[src/rtl/router_pkg.sv]
// rtl/router_pkg.sv - shared router types and header field positions
package router_pkg;

  typedef enum logic [2:0] {
    IDLE,
    WAIT,
    HDR_RD,
    HDR_CAP,
    BODY,
    CHECK
  } state_t;

  localparam int LEN_MSB            = 7;
  localparam int LEN_LSB            = 2;
  localparam int ADDR_MSB           = 1;
  localparam int LEN_W              = LEN_MSB - LEN_LSB + 1;
  localparam int ROUTER_WDOG_CYCLES = 30;

endpackage

[src/rtl/router_port_reader_if.sv]
// rtl/router_port_reader_if.sv - router port FIFO and payload sink signal bundle
interface router_port_reader_if;
  import router_pkg::*;

  logic             vld_out;
  logic [7:0]       data_out;
  logic             soft_reset;
  logic             sink_ready;
  logic             read_enb;
  logic [7:0]       pkt_data;
  logic             pkt_valid;
  logic             pkt_sop;
  logic             pkt_eop;
  logic [LEN_W-1:0] pkt_len;
  logic             pkt_done;
  logic             parity_err;
  logic             addr_err;
  logic             pkt_abort;
  logic             stall_warn;

  modport master (
    input  vld_out, data_out, soft_reset, sink_ready,
    output read_enb, pkt_data, pkt_valid, pkt_sop, pkt_eop, pkt_len,
           pkt_done, parity_err, addr_err, pkt_abort, stall_warn
  );

  modport slave (
    output vld_out, data_out, soft_reset, sink_ready,
    input  read_enb, pkt_data, pkt_valid, pkt_sop, pkt_eop, pkt_len,
           pkt_done, parity_err, addr_err, pkt_abort, stall_warn
  );

endinterface

[src/rtl/router_parity_acc.sv]
// rtl/router_parity_acc.sv - 8-bit even-XOR parity accumulator with compare
module router_parity_acc (
  input  logic       clk,
  input  logic       reset,
  input  logic       clr,
  input  logic       load,
  input  logic       acc_en,
  input  logic [7:0] din,
  output logic       mismatch
);

  logic [7:0] acc_q;

  always_ff @(posedge clk) begin
    if (!reset || clr) begin
      acc_q <= '0;
    end else if (load) begin
      acc_q <= din;
    end else if (acc_en) begin
      acc_q <= acc_q ^ din;
    end
  end

  assign mismatch = (acc_q != din);

endmodule

[src/rtl/router_port_reader.sv]
// rtl/router_port_reader.sv - drains one router output port, parses and checks packets
module router_port_reader
  import router_pkg::*;
#(
  parameter int         RD_DELAY    = 2,
  parameter int         WARN_CYCLES = 24,
  parameter logic [1:0] PORT_ID     = 2'b00
) (
  input logic                  clk,
  input logic                  reset,
  router_port_reader_if.master bus
);

  localparam logic [4:0] RD_LAST = (RD_DELAY == 0) ? 5'd0 : 5'(RD_DELAY - 1);

  state_t           state, state_nxt;
  logic [4:0]       delay_cnt;
  logic             rd_q;
  logic [6:0]       issue_rem, cap_rem;
  logic [LEN_W-1:0] len_q;
  logic [1:0]       addr_q;
  logic             perr_q;
  logic             abort_q;
  logic [7:0]       stall_cnt;
  logic             abort_now, read_req, read_issue;
  logic             body_cap, payload_cap, last_cap, acc_mismatch;
  logic [6:0]       hdr_rem;

  assign abort_now   = bus.soft_reset && (state != IDLE);
  assign read_issue  = read_req && bus.vld_out && !abort_now;
  assign body_cap    = (state == BODY) && rd_q && !abort_now;
  assign payload_cap = body_cap && (cap_rem > 7'd1);
  assign last_cap    = body_cap && (cap_rem == 7'd1);
  assign hdr_rem     = {1'b0, bus.data_out[LEN_MSB:LEN_LSB]} + 7'd1;

  always_comb begin
    read_req = 1'b0;
    case (state)
      HDR_RD:  read_req = 1'b1;
      BODY:    read_req = bus.sink_ready && (issue_rem != 7'd0);
      default: read_req = 1'b0;
    endcase
  end

  // soft_reset outranks every other transition
  always_comb begin
    state_nxt = state;
    if (abort_now) begin
      state_nxt = IDLE;
    end else begin
      case (state)
        IDLE:    if (bus.vld_out) state_nxt = WAIT;
        WAIT: begin
          if (!bus.vld_out)              state_nxt = IDLE;
          else if (delay_cnt >= RD_LAST) state_nxt = HDR_RD;
        end
        HDR_RD:  if (read_issue) state_nxt = HDR_CAP;
        HDR_CAP: state_nxt = BODY;
        BODY:    if (last_cap) state_nxt = CHECK;
        CHECK:   state_nxt = IDLE;
        default: state_nxt = IDLE;
      endcase
    end
  end

  always_ff @(posedge clk) begin
    if (!reset) begin
      state     <= IDLE;
      delay_cnt <= '0;
      rd_q      <= 1'b0;
      issue_rem <= '0;
      cap_rem   <= '0;
      len_q     <= '0;
      addr_q    <= '0;
      perr_q    <= 1'b0;
      abort_q   <= 1'b0;
      stall_cnt <= '0;
    end else begin
      state     <= state_nxt;
      abort_q   <= abort_now;
      rd_q      <= read_issue;
      delay_cnt <= (state == WAIT && !abort_now) ? delay_cnt + 5'd1 : 5'd0;

      if (abort_now) begin
        issue_rem <= '0;
        cap_rem   <= '0;
        perr_q    <= 1'b0;
      end else if (state == HDR_CAP) begin
        len_q     <= bus.data_out[LEN_MSB:LEN_LSB];
        addr_q    <= bus.data_out[ADDR_MSB:0];
        issue_rem <= hdr_rem;
        cap_rem   <= hdr_rem;
      end else begin
        if (read_issue && state == BODY) issue_rem <= issue_rem - 7'd1;
        if (body_cap)                    cap_rem   <= cap_rem - 7'd1;
        if (last_cap)                    perr_q    <= acc_mismatch;
      end

      if (abort_now || !bus.vld_out || read_issue) begin
        stall_cnt <= '0;
      end else if (state != IDLE && state != WAIT && stall_cnt != 8'hFF) begin
        stall_cnt <= stall_cnt + 8'd1;
      end
    end
  end

  router_parity_acc u_parity (
    .clk      (clk),
    .reset    (reset),
    .clr      (abort_now),
    .load     (state == HDR_CAP),
    .acc_en   (payload_cap),
    .din      (bus.data_out),
    .mismatch (acc_mismatch)
  );

  assign bus.read_enb   = read_issue;
  assign bus.pkt_valid  = payload_cap;
  assign bus.pkt_data   = payload_cap ? bus.data_out : 8'h00;
  assign bus.pkt_sop    = payload_cap && (cap_rem == ({1'b0, len_q} + 7'd1));
  assign bus.pkt_eop    = payload_cap && (cap_rem == 7'd2);
  assign bus.pkt_len    = len_q;
  assign bus.pkt_done   = (state == CHECK) && !bus.soft_reset;
  assign bus.parity_err = bus.pkt_done && perr_q;
  assign bus.addr_err   = bus.pkt_done && (addr_q != PORT_ID);
  assign bus.pkt_abort  = abort_q;
  assign bus.stall_warn = (stall_cnt >= 8'(WARN_CYCLES));

endmodule

[src/flat_wrapper.sv]
// flat-port wrapper written by rule: the top's interface ports become plain ports
module router_port_reader_flat import router_pkg::*;
#(
  parameter int         RD_DELAY    = 2,
  parameter int         WARN_CYCLES = 24,
  parameter logic [1:0] PORT_ID     = 2'b00
)
  (clk, reset, bus_vld_out, bus_data_out, bus_soft_reset, bus_sink_ready, bus_read_enb, bus_pkt_data, bus_pkt_valid, bus_pkt_sop, bus_pkt_eop, bus_pkt_len, bus_pkt_done, bus_parity_err, bus_addr_err, bus_pkt_abort, bus_stall_warn);
  router_port_reader_if bus_i ();
  input logic clk;
  input logic reset;
  input wire logic [$bits(bus_i.vld_out)-1:0] bus_vld_out;
  input wire logic [$bits(bus_i.data_out)-1:0] bus_data_out;
  input wire logic [$bits(bus_i.soft_reset)-1:0] bus_soft_reset;
  input wire logic [$bits(bus_i.sink_ready)-1:0] bus_sink_ready;
  output wire logic [$bits(bus_i.read_enb)-1:0] bus_read_enb;
  output wire logic [$bits(bus_i.pkt_data)-1:0] bus_pkt_data;
  output wire logic [$bits(bus_i.pkt_valid)-1:0] bus_pkt_valid;
  output wire logic [$bits(bus_i.pkt_sop)-1:0] bus_pkt_sop;
  output wire logic [$bits(bus_i.pkt_eop)-1:0] bus_pkt_eop;
  output wire logic [$bits(bus_i.pkt_len)-1:0] bus_pkt_len;
  output wire logic [$bits(bus_i.pkt_done)-1:0] bus_pkt_done;
  output wire logic [$bits(bus_i.parity_err)-1:0] bus_parity_err;
  output wire logic [$bits(bus_i.addr_err)-1:0] bus_addr_err;
  output wire logic [$bits(bus_i.pkt_abort)-1:0] bus_pkt_abort;
  output wire logic [$bits(bus_i.stall_warn)-1:0] bus_stall_warn;
  assign bus_i.vld_out = bus_vld_out;
  assign bus_i.data_out = bus_data_out;
  assign bus_i.soft_reset = bus_soft_reset;
  assign bus_i.sink_ready = bus_sink_ready;
  assign bus_read_enb = bus_i.read_enb;
  assign bus_pkt_data = bus_i.pkt_data;
  assign bus_pkt_valid = bus_i.pkt_valid;
  assign bus_pkt_sop = bus_i.pkt_sop;
  assign bus_pkt_eop = bus_i.pkt_eop;
  assign bus_pkt_len = bus_i.pkt_len;
  assign bus_pkt_done = bus_i.pkt_done;
  assign bus_parity_err = bus_i.parity_err;
  assign bus_addr_err = bus_i.addr_err;
  assign bus_pkt_abort = bus_i.pkt_abort;
  assign bus_stall_warn = bus_i.stall_warn;
  router_port_reader #(.RD_DELAY(RD_DELAY), .WARN_CYCLES(WARN_CYCLES), .PORT_ID(PORT_ID)) u_core (.clk(clk), .reset(reset), .bus(bus_i));
endmodule
[config.mk]
export PLATFORM = sky130hd
export DESIGN_NAME = router_port_reader_flat
export DESIGN_NICKNAME = d
export VERILOG_FILES = /design/src/rtl/router_pkg.sv /design/src/rtl/router_port_reader_if.sv /design/src/rtl/router_parity_acc.sv /design/src/rtl/router_port_reader.sv /design/src/flat_wrapper.sv
export SDC_FILE = /design/constraint.sdc
export NUM_CORES = 1
export LEC_CHECK = 0
export BUFFER_PORTS_ARGS = -buffer_cell sky130_fd_sc_hd__buf_4
export CAP_MARGIN = 20
export CORE_MARGIN = 2
export CORE_UTILIZATION = 55
export CTS_CLUSTER_SIZE = 10
export DETAILED_ROUTE_END_ITERATION = 6
export PLACE_DENSITY = 0.76
export SYNTH_ARGS = -nofsm -noshare
export SYNTH_HDL_FRONTEND = slang
export SYNTH_HIERARCHICAL = 1
export SYNTH_SLANG_ARGS = --single-unit
export TNS_END_PERCENT = 20
[constraint.sdc]
create_clock -name clk -period 2.9 [get_ports clk]
set_clock_uncertainty 0.15 [all_clocks]
set_input_delay 0.145 -clock clk [delete_from_list [all_inputs] [get_ports clk]]
set_output_delay 0.145 -clock clk [all_outputs]
set_load 0.01 [all_outputs]
==> summary.md <==
| Metric | Value |
|---|---|
| MaxCap Viol Count | 0 |
| First-pass GRT wire length | about 12,000 um |
| Max-slew violations | 0 |
| Diodes inserted | 0 |
| DR vias | 2,660 |
| WP data arrival | around 2.3 ns |
| Layout Nets | approximately 420 |
| Sw Ratio | approximately 23% |
| Syn nets | 379 |
| Int Pwr | approximately 960 uW |
| Sink Count | about 50 |
| Total CTS buffers | 5 |
| Core area | 5140 um^2 |
| EDFF count, synth | 0 |
| Gr ovfl total | 0 |
| Syn. warnings | 6 |
| Fin crit share | 89.5% |
| PwrDens | 367 nW/um^2 |
| HPWL after detailed placement | around 4800 um |
| Largest net degree at the start of global routing | 28 |
| Clock slew at reported path FFs | ~0.080 ns |
| Initial antenna violation count | 0 |
| Worst EP required | about 2.6 ns |
| Commonest non-fill, non-tap cell in the layout | dfxtp_1 |
| Crit path kind | reg2out |
| Most frequent cells in the layout | 49 x dfxtp_1, 37 x buf_4, 33 x a21oi_1 |
| Worst Max-Slew Pin Slew | roughly 0.6 ns |
| Post-CTS setup buffers | 0 |
| Leakage power | about 1.3 nW |
| Final setup vio count | 0 |
| R2R Setup Slk | 0.51 ns |
| Rel. slew slack | approximately three fifths |
| Antenna viol nets, final | 0 |
| Worst Path Max Fanout | 14 |
| Reg-to-reg endpoint | u_core/u_parity/acc_q[4] |
| Hold Path Stages | 3 |
| Share of cells above drive strength 1 | around 15% |
| Synth area leader | dfxtp_1 |
| Top cells by area, synth | dfxtp_1 33%, xor2_1 5.9%, a21oi_1 5.6% |
| Clk_lat worst skew | approximately 0.3 ns |
| Initial Util | 57.4% |
| Count of final hold-check violations | 0 |
| WHS Endpoint | u_core/bus.pkt_len[1] |
| Syn Area/Cell | around 8.3 um^2 |
| Register area | roughly 980 um^2 |
| GP Congestion | roughly 0.83 |
| Asr flop ratio synth | 0% |
| Status | complete, no violations |
| Vias per Instance | between 5 and 6 |
| Root buf cell | clkbuf_8 |
| Peak supply drop | slightly above 0.0003 V |
| Top FF cell, synth | dfxtp_1 |
| Final min period | 2.60 ns |
| Cell Area, Synth | between 2000 and 3000 um^2 |
| Routed wire length | approximately 7000 um |
| RSZ-0062 raised after global routing | false |
| Syn Inst Count | roughly 360 |
| NetSw | between 200 and 300 uW |
| Vias in the first global route | approximately 2,500 |
| # IOs | 36 |
| FP Rows | 26 |
| Wire per inst | between 10 and 15 um |
| Resize count post-CTS | 0 |
| Hold slack | slightly above 0.01 ns |
| Clk pwr share | a little under two fifths |
| Part of the power in registers | ~55% |
| DRT Pass-1 Iters | 4 |
| CP Capture Type | output pin |
| Port buffer count | 35 |
| DRC Markers | 0 |
| Clock tree buffer depth | 2 |
| Seq cells post-synth | just under 50 |
| CTS tree | built |
| Area occupied by multi-input gates | approximately 1800 um^2 |
| Die area | between 5000 and 6000 um^2 |
| Post-synthesis cell type count | 53 |
| R2R depth | 6 |
| Max Clock Freq | a little under 400 MHz |
| Total GRT Usage | about a quarter |
| Sequential area share after synthesis | 33.3% |
| DIE WIDTH | ~77 um |
| Logic pwr share | ~7.5% |
| Setup TNS | 0 ns |
| Starting DRT DRC Count | ~220 |
| Top-area cell type share of the netlist area | between 30 and 40% |
| Filler cells | ~440 |
| Area grow syn2layout | 15.5% |
| HP Class | in2reg |
| Reg2Reg Launch Point | u_core/state[2] |
| Die Y | just under 80 um |
| # H-tree levels | 2 |
| CP Launch Type | flop |
| HP Start | bus_data_out[3] |
-- cell usage after synthesis, types with 2 or more instances --
cell / n
o21a_1: 2
nand3_1: 13
o2111ai_1: 4
a31o_2: 2
or2_2: 2
a21oi_1: 33
and2_1: 13
nand4_1: 6
inv_1: 17
o21ai_1: 2
o22ai_1: 3
clkbuf_1: 5
nor2_1: 13
and3_1: 6
nor2b_1: 7
nor4_1: 6
a211oi_1: 4
buf_6: 4
nand2_1: 27
nor3_1: 19
ha_1: 11
nand2b_1: 2
nand3b_1: 10
or3_1: 3
xnor2_1: 14
dfxtp_1: 49
and2b_1: 2
buf_2: 3
o21ai_0: 21
o211ai_1: 3
xor2_1: 20
and4_1: 6
a21oi_2: 3
-- registers in the layout, summed over array words and instances (netlist names), 2 cells and up --
name and count:
u_core/state 3, u_core/cap_rem 7, u_core/issue_rem 7, u_core/stall_cnt 8, u_core/u_parity/acc_q 8, u_core/addr_q 2, u_core/bus.pkt_len 6, u_core/delay_cnt 5
-- routing by layer --
| metal | wire [um] | global-route usage (%) |
|---|---|---|
| met1 | 3210 | 32.2 |
| met2 | 3230 | 39.3 |
| met3 | 294 | 3.53 |
| met4 | 89 | 6.43 |
| met5 | 0 | 0 |
-- kinds of logic (layout without fill, tap and decap cells) --
family,after synthesis,count (layout),synth area share [%]
buf+inv,31,68,5.09
fa+ha+maj,11,11,4.67
simple gates,140,140,26.9
mux,2,2,0.721
xor+xnor,34,34,10.1
flops,49,49,33.3
compound gates,88,89,19.3
-- layout make-up --
class	count	area share, %
tap	70	2.57
inverter	18	1.98
clock inverter	2	1.03
multi-input combinational	276	53.7
timing repair buffer	43	9.92
clock buffer	5	2.02
sequential	49	28.8
-- worst max-delay path, cell delays in order, from the launching register on --
cell and delay, ns:
dfxtp_1 0.58, nor4b_4 0.29, and2_1 0.35, a21boi_4 0.43
o2111a_1 0.24, buf_4 0.11
-- power by group through the flow --
| stage | logic, mW | clock network [mW] | registers [mW] |
|---|---|---|---|
| floorplan | 0.0489 | 0 | 0.695 |
| global placement | 0.0851 | 0 | 0.698 |
| detailed placement | 0.0852 | 0 | 0.698 |
| CTS | 0.0925 | 0.482 | 0.682 |
| global route | 0.103 | 0.514 | 0.683 |
| finish | 0.0934 | 0.476 | 0.682 |
-- through the flow --
stage	total power [mW]	util (%)	cell area (um^2)	cells	setup WS, ns
3_3_place_gp	0.783	62.9	3230	449	0.576
6_report	1.25	66.3	3410	463	0.303
3_5_place_dp	0.783	62.9	3230	449	0.514
5_1_grt	1.30	66.3	3410	463	0.132
4_1_cts	1.26	66.1	3400	462	0.178
2_1_floorplan	0.743	-	2950	355	0.802
-- how the worst max path moves through the flow --
stage / from / to / slack [ns] / cells past startpoint
after floorplan: u_core/state[0] / u_core/u_parity/acc_q[0] / 0.80 / 10
after global placement: u_core/state[2] / bus_pkt_sop / 0.58 / 5
after detailed placement: u_core/state[2] / bus_pkt_sop / 0.51 / 5
after CTS: u_core/state[2] / bus_pkt_sop / 0.18 / 5
after global routing: u_core/state[2] / bus_pkt_sop / 0.13 / 5
final: u_core/state[2] / bus_pkt_sop / 0.30 / 5
-- repair_timing --
action / 4_1_cts / 5_1_grt
endpoints found under the setup margin: 0 / 1
hold buffers: 6 / 0
hold endpoints to repair: 7 / 0
Power figures use the tool's default switching activity.
